$ cat config.mk
export PLATFORM = sky130hd
export DESIGN_NAME = rtlola_cycle_monitor
export DESIGN_NICKNAME = d
export VERILOG_FILES = /design/src/rtl/rtlola_cycle_monitor.sv
export SDC_FILE = /design/constraint.sdc
export NUM_CORES = 2
export LEC_CHECK = 0
export ABC_AREA = 0
export BUFFER_PORTS_ARGS = -buffer_cell sky130_fd_sc_hd__clkbuf_2
export CORE_ASPECT_RATIO = 0.8
export CORE_MARGIN = 8
export CORE_UTILIZATION = 40
export DETAILED_ROUTE_END_ITERATION = 12
export PLACE_DENSITY_LB_ADDON = 0.08
export SLEW_MARGIN = 20
export SYNTH_ARGS = -nofsm -noshare
export SYNTH_HDL_FRONTEND = slang
export SYNTH_SLANG_ARGS = --single-unit
export TNS_END_PERCENT = 20
$ cat constraint.sdc
create_clock -name clk -period 10.7 [get_ports clk]
set_clock_uncertainty 0.2 [all_clocks]
set_input_delay 1.07 -clock clk [delete_from_list [all_inputs] [get_ports clk]]
set_output_delay 1.07 -clock clk [all_outputs]
set_load 0.05 [all_outputs]
$ cat src/rtl/rtlola_cycle_monitor.sv
// rtlola_cycle_monitor: three-stream runtime monitor core.
// Input events and periodic deadlines are queued, then evaluated one entry
// per cycle. The non-offset dependency cycle output_0/output_2 -> output_1
// is broken by reading output_1's held value for the event-based streams.
module rtlola_cycle_monitor #(
  parameter int unsigned PERIOD_CYCLES = 500,
  parameter int unsigned QUEUE_DEPTH   = 4
) (
  input  logic               clk,
  input  logic               rst,
  input  logic               en,
  input  logic signed [63:0] input_0,
  input  logic signed [63:0] input_1,
  input  logic               new_input_0,
  input  logic               new_input_1,
  output logic signed [63:0] output_0,
  output logic signed [63:0] output_1,
  output logic signed [63:0] output_2,
  output logic               output_0_aktv,
  output logic               output_1_aktv,
  output logic               output_2_aktv,
  output logic               q_push,
  output logic               q_push_valid,
  output logic               q_pop,
  output logic               q_pop_valid,
  output logic               enable_in0,
  output logic               enable_in1,
  output logic               enable_out0,
  output logic               enable_out1,
  output logic               enable_out2
);

  localparam int unsigned CW = (PERIOD_CYCLES > 1) ? $clog2(PERIOD_CYCLES) : 1;
  localparam int unsigned PW = (QUEUE_DEPTH > 1) ? $clog2(QUEUE_DEPTH) : 1;
  localparam int unsigned NW = $clog2(QUEUE_DEPTH + 1);
  localparam logic [CW-1:0] CNT_LAST = CW'(PERIOD_CYCLES - 1);
  localparam logic [PW-1:0] PTR_LAST = PW'(QUEUE_DEPTH - 1);
  localparam logic [NW-1:0] N_FULL   = NW'(QUEUE_DEPTH);

  logic [CW-1:0] cnt;
  logic          deadline;
  logic [PW-1:0] wr_ptr, rd_ptr;
  logic [NW-1:0] count;

  logic [63:0] mem_in0 [QUEUE_DEPTH];
  logic [63:0] mem_in1 [QUEUE_DEPTH];
  logic [2:0]  mem_flg [QUEUE_DEPTH];

  logic [63:0] ev_in0, ev_in1;
  logic        ev_n0, ev_n1, ev_dl;
  logic [63:0] nxt0, nxt1, nxt2;

  assign enable_in0  = ev_n0;
  assign enable_out0 = ev_n0;
  assign enable_in1  = ev_n1;
  assign enable_out2 = ev_n1;
  assign enable_out1 = ev_dl;

  // Deadline detection and queue handshake; a pop frees a slot for a same-cycle push.
  always_comb begin
    deadline     = en & ~rst & (cnt == CNT_LAST);
    q_push       = en & ~rst & (new_input_0 | new_input_1 | deadline);
    q_pop        = en & ~rst & (count != '0);
    q_push_valid = q_push & ((count != N_FULL) | q_pop);
  end

  // Period counter: 0..PERIOD_CYCLES-1, frozen while en is low.
  always_ff @(posedge clk or posedge rst) begin
    if (rst)
      cnt <= '0;
    else if (en)
      cnt <= (cnt == CNT_LAST) ? '0 : cnt + 1'b1;
  end

  // Queue pointers and occupancy.
  always_ff @(posedge clk or posedge rst) begin
    if (rst) begin
      wr_ptr <= '0;
      rd_ptr <= '0;
      count  <= '0;
    end else begin
      if (q_push_valid)
        wr_ptr <= (wr_ptr == PTR_LAST) ? '0 : wr_ptr + 1'b1;
      if (q_pop)
        rd_ptr <= (rd_ptr == PTR_LAST) ? '0 : rd_ptr + 1'b1;
      case ({q_push_valid, q_pop})
        2'b10:   count <= count + 1'b1;
        2'b01:   count <= count - 1'b1;
        default: count <= count;
      endcase
    end
  end

  // Queue storage; contents need no reset since the pointers define validity.
  always_ff @(posedge clk) begin
    if (q_push_valid) begin
      mem_in0[wr_ptr] <= input_0;
      mem_in1[wr_ptr] <= input_1;
      mem_flg[wr_ptr] <= {new_input_0, new_input_1, deadline};
    end
  end

  // Pop stage: latch the head entry and its per-stream enables.
  always_ff @(posedge clk or posedge rst) begin
    if (rst) begin
      q_pop_valid <= 1'b0;
      ev_in0      <= '0;
      ev_in1      <= '0;
      ev_n0       <= 1'b0;
      ev_n1       <= 1'b0;
      ev_dl       <= 1'b0;
    end else if (en) begin
      q_pop_valid <= q_pop;
      if (q_pop) begin
        ev_in0 <= mem_in0[rd_ptr];
        ev_in1 <= mem_in1[rd_ptr];
        {ev_n0, ev_n1, ev_dl} <= mem_flg[rd_ptr];
      end else begin
        {ev_n0, ev_n1, ev_dl} <= '0;
      end
    end
  end

  // Stream values: event streams use the held output_1, the periodic stream
  // then sees this entry's fresh output_0/output_2.
  always_comb begin
    nxt0 = enable_out0 ? ev_in0 + output_1 : output_0;
    nxt2 = enable_out2 ? ev_in1 - output_1 : output_2;
    nxt1 = enable_out1 ? nxt0 + nxt2 : output_1;
  end

  // Evaluation stage: outputs double as the hold registers h0/h1/h2.
  always_ff @(posedge clk or posedge rst) begin
    if (rst) begin
      output_0      <= '0;
      output_1      <= '0;
      output_2      <= '0;
      output_0_aktv <= 1'b0;
      output_1_aktv <= 1'b0;
      output_2_aktv <= 1'b0;
    end else if (en) begin
      output_0      <= nxt0;
      output_1      <= nxt1;
      output_2      <= nxt2;
      output_0_aktv <= enable_out0;
      output_1_aktv <= enable_out1;
      output_2_aktv <= enable_out2;
    end
  end

endmodule

* After elaboration in Yosys (flattened, before gate mapping)
Memories as Yosys holds them, arrays and structs flattened. A register that Yosys moved wholly into a read port is not among the register bits.
Cells that the tools add are included.
** Cells by class
- Add/subtract/negate cells :: 8
- Equal/unequal tests :: 6
- Mux-type cells :: 11
- Reduce and logical (&&, ||, !) cells :: 4
- Bitwise logic cells :: 9
** Operators with widths (number)
- adder 64 bit :: 2
- two-way mux 64 bit :: 2
- subtractor 64 bit :: 1
- adder 9 x 1 -> 9 bit, second input constant :: 1
- equality test 9 bit, second input constant :: 1
- two-way mux 9 bit :: 1
- equality test 2 bit, second input constant :: 3
- one-hot mux 3 bit (2 select lines) :: 1
- AND 1 bit :: 5
- two-way mux 1 bit :: 5
- adder 2 x 1 -> 2 bit, second input constant :: 2
- two-way mux 2 bit :: 2
- AND reduction 2 bit :: 2
- adder 3 x 1 -> 3 bit, second input constant :: 1
- != test 3 bit, second input constant :: 1
- OR 1 bit :: 3
- nonzero test 3 bit :: 1
- subtractor 3 x 1 -> 3 bit, second input constant :: 1
- equality test 2 x 1 -> 1 bit, second input constant :: 1
- nonzero test 2 bit :: 1
- inverter 1 bit :: 1
** Storage, ports and cells
- Output and inout port bits :: 204
- Memory bits (writable) :: 524
- Input bits :: 133
- Register bits :: 215
- Memories :: 3
- Logic and storage cells :: 55
** Memories
- mem_in0 :: depth 4, bits a word 64, rd ports 1, clocked after memory_dff 1, write ports 1, RTL line 45 : logic [63:0] mem_in0 [QUEUE_DEPTH];
- mem_in1 :: depth 4, bits a word 64, rd ports 1, clocked after memory_dff 1, write ports 1, RTL line 46 : logic [63:0] mem_in1 [QUEUE_DEPTH];
- mem_flg :: depth 4, bits a word 3, rd ports 1, clocked after memory_dff 0, write ports 1, RTL line 47 : logic [2:0] mem_flg [QUEUE_DEPTH];

* Logic depth before layout (Yosys ltp)
- Word-level depth :: 8
- Depth in mapped cells :: 34

* Worst setup path before layout
No wires, ideal clock.
- Path type :: input to register
- Start point :: input rst
- End point :: memory mem_flg[0][0], enable pin
- Path slack :: -2.893 ns
- Buffers on the path :: 1
- Arrival :: 12.887 ns
- Cell stages on the path :: 5
- Required time :: 9.994 ns
- Setup time :: 0.506 ns
- Cell sequence :: inv_1 > nand2_1 > nor2_1 > clkbuf_1 > and2_1
** Between the ends
- Longest elaborated chain between the ends :: 8
- Elaborated cells on any way between the ends :: 10
** RTL lines
- start, declared :: RTL line 10 : input logic rst,
- inverter 1 bit * :: RTL line 61, 62, 63
- AND 1 bit * :: RTL line 61, 62, 63
- AND 1 bit :: RTL line 61 : deadline = en & ~rst & (cnt == CNT_LAST);
- OR 1 bit :: RTL line 62 : q_push = en & ~rst & (new_input_0 | new_input_1 | deadline);
- AND 1 bit :: RTL line 62
- AND 1 bit * :: RTL line 64 : q_push_valid = q_push & ((count != N_FULL) | q_pop);
- via q_push_valid :: RTL line 23 : output logic q_push_valid,
- two-way mux 1 bit * :: RTL line 96 : if (q_push_valid) begin
- two-way mux 1 bit (not written as such) * :: RTL line 99 : mem_flg[wr_ptr] <= {new_input_0, new_input_1, deadline};
- end, declared :: RTL line 47
Mark *: on every way through the listed nets, which the timed path passes. The rest lies on a longest branch.

* Worst setup path after layout
- Start point :: register output_1[0]
- End point :: register output_1[58]
** Between the ends
- Longest elaborated chain between the ends :: 3
- Elaborated cells on any way between the ends :: 5
** RTL lines
- start, declared :: RTL line 17 : output logic signed [63:0] output_1,
- start signal, assigned :: RTL line 143 : output_1 <= nxt1;
- adder 64 bit :: RTL line 127 : nxt0 = enable_out0 ? ev_in0 + output_1 : output_0;
- two-way mux 64 bit :: RTL line 127
- via nxt0[16] :: RTL line 51 : logic [63:0] nxt0, nxt1, nxt2;
- adder 64 bit :: RTL line 129 : nxt1 = enable_out1 ? nxt0 + nxt2 : output_1;
The timed path passes the listed nets, and every way through them passes these cells.
A chain may end at the register's enable or synchronous reset.

==> results.sh <==
export IMPL_worst_pin_slew_ns=1.107
export IMPL_die_area_um2=123200
export IMPL_hold_buffers=0
export IMPL_fin_nets=4431
export IMPL_fin_crit_sh_pct=72.23
export IMPL_area_delta_synth_final_pct=14.97
export IMPL_drt_wl_total_um=141300
export IMPL_maxSlewHeadroom_pct=25.77
export IMPL_worstSetupPathDepth=28
export IMPL_synthFlopType="edfxtp_1"
export IMPL_slowest_stage="a21oi_1"
export IMPL_grt_max_degree=148
export IMPL_r2r_end="output_1[58]"
export IMPL_place_ws_ns=3.071
export IMPL_vias_per_cell=5.492
export IMPL_rrSetupSlack_ns=2.97
export IMPL_vias=31320
export IMPL_core_area_um2=111900
export IMPL_reg2reg_depth=28
export IMPL_ios=337
export IMPL_die_w_um=390.5
export IMPL_finalCriticalPeriod_ns=7.729
export IMPL_netlist_instances=3804
export IMPL_rows=110
export IMPL_grt_pass1_vias=30490
export IMPL_fillers=10330
export IMPL_startpoint="output_1[0]"
export IMPL_syn_num_nets=4136
export IMPL_synth_seq_area_share_pct=54.19
export IMPL_cts_root_buffer="clkbuf_16"
export IMPL_hold_viol=0
export IMPL_clock_sinks=867
export IMPL_yosysWarningCount=0
export IMPL_async_reset_ff_share_pct=39.56
export IMPL_synth_area_top_cells="edfxtp_1 (35%), dfrtp_1 (19%), mux4_2 (6.6%), nand2_1 (5.5%), ha_1 (5.4%)"
export IMPL_track_usage_pct=22.41
export IMPL_cts_buffers=94
export IMPL_wl_per_cell_um=24.77
export IMPL_cts_buffer_depth=3
export IMPL_critical_path_top_delay_family="compound AO/OA/AOI/OAI gates"
export IMPL_r2r_start="output_1[0]"
export IMPL_slowest_delay_ns=0.55
export IMPL_startpoint_type="register"
export IMPL_ys_seq_elements=867
export IMPL_synth_distinct_cells=98
export IMPL_synth_edf_count=524
export IMPL_synth_area_per_cell_um2=11.80
export IMPL_final_common_cell="nand2_1"
export IMPL_synthesis_area_um2=44870
export IMPL_antenna_found_initial=16
export IMPL_cts_tree="built"
export IMPL_fin_tns_setup_ns=0
export IMPL_initial_core_util_pct=40.10
export IMPL_ctsResizeCount=0
export IMPL_critPathCaptureType="register"
export IMPL_maxSlewViolCount=0
export IMPL_insertion_delay_ns=0.72
export IMPL_drive_gt1_share_pct=21.22
export IMPL_rsz0062_at_grt="false"
export IMPL_required_ns=11.11
export IMPL_clk_transition_reported_paths_ns=0.06
export IMPL_critPathArrivalTime_ns=8.14
export IMPL_dp_hpwl_um=104300
export IMPL_path_buf_inv=0
export IMPL_finalSetupViolCount=0
export IMPL_register_area_um2=24330
export IMPL_overflow=0
export IMPL_die_h_um=315.6
export IMPL_drt_pass1_iterations=7
export IMPL_status="finished, final reports clean"
export IMPL_crit_top_cell="a21oi_1"
export IMPL_fmax_ghz=0.1294
export IMPL_gp_congestion=0.9488
export IMPL_antenna_left=0
export IMPL_multi_input_area_um2=19420
export IMPL_synth_top_cell_area_share_pct=35.06
export IMPL_synth_area_leader_cell="edfxtp_1"
export IMPL_layout_common_cells="nand2_1 (654), edfxtp_1 (524), dfrtp_1 (339), clkbuf_2 (336), a21oi_1 (224)"
export IMPL_worstSetupPathType="reg2reg"
export IMPL_maxCapViolCount=0
export IMPL_drtIter0Drc=2624
export IMPL_fin_ws_ns=2.971
export IMPL_hp_class="in2async"
export IMPL_portBuffers=336
export IMPL_htreeDepth=3
export IMPL_postCtsSetupBuffers=0
export IMPL_grt_pass1_wl_um=207300
export IMPL_drcViolationCount=0
export IMPL_critPathMaxFanout=5
[metal layers]
metal  part of all wire [%]  track usage, %
met3                    6.5           5.386
met2                     42           31.70
met1                     49           34.24
met4                    2.4           5.580
met5                  0.081          0.5529
[logic make-up (layout without fill, tap and decap cells)]
group	count (synthesis)	in the layout	share of synthesized area, %
other	0	12	0
DFF	867	867	54.19
AOI/OAI and AO/OA	821	821	11.74
adders and majority gates	199	199	5.616
muxes	320	320	11.30
and+or+nand+nor	1103	1103	10.87
buffers and inverters	307	683	2.638
xor gates and xnor gates	187	187	3.650
[worst max-delay path by stage]
stage,end,slack [ns]
after floorplan,mem_flg[0][0],0.97
after global placement,output_1[58],3.21
after detailed placement,output_1[58],3.07
after CTS,output_1[58],3.01
after global routing,output_1[58],2.36
final,output_1[58],2.97
[per-stage QoR]
stage          std cells  utilization (%)  instance area (µm²)  hold WS [ns]
2_1_floorplan       3804                -                44880        0.2498
3_3_place_gp        5515            42.99                48110        0.2694
3_5_place_dp        5515            42.99                48110        0.2703
4_1_cts             5692            46.08                51560        0.2295
5_1_grt             5696            46.09                51570        0.2775
6_report            5704            46.11                51590        0.2625
[synth_stat cells, drive strengths merged (111+ instances only)]
master,number
clkbuf,112
a21oi,225
mux4,131
inv,141
o21ai,204
mux2,179
nor2,153
edfxtp,524
ha,195
dfrtp,343
nand2,658
xnor2,111
[flip-flops by register name (all words and copies together) (netlist names)]
name	flops
cnt	9
count	3
enable_in0	1
enable_in1	1
enable_out1	1
ev_in0	64
ev_in1	64
mem_flg	12
mem_in0	256
mem_in1	256
output_0	64
output_0_aktv	1
output_1	64
output_1_aktv	1
output_2	64
output_2_aktv	1
q_pop_valid	1
rd_ptr	2
wr_ptr	2
[area by class of cell]
type	count	area share, %
tap	1512	3.667
multi-input combinational	2630	37.64
antenna	12	0.05820
sequential	867	47.16
clock inverter	62	1.858
timing repair buffer	364	3.740
inverter	142	1.045
clock buffer	115	4.831
Power is left out: the tool's default activity adds up to more than one toggle a clock period on the data nets, which glitch-free logic cannot reach.
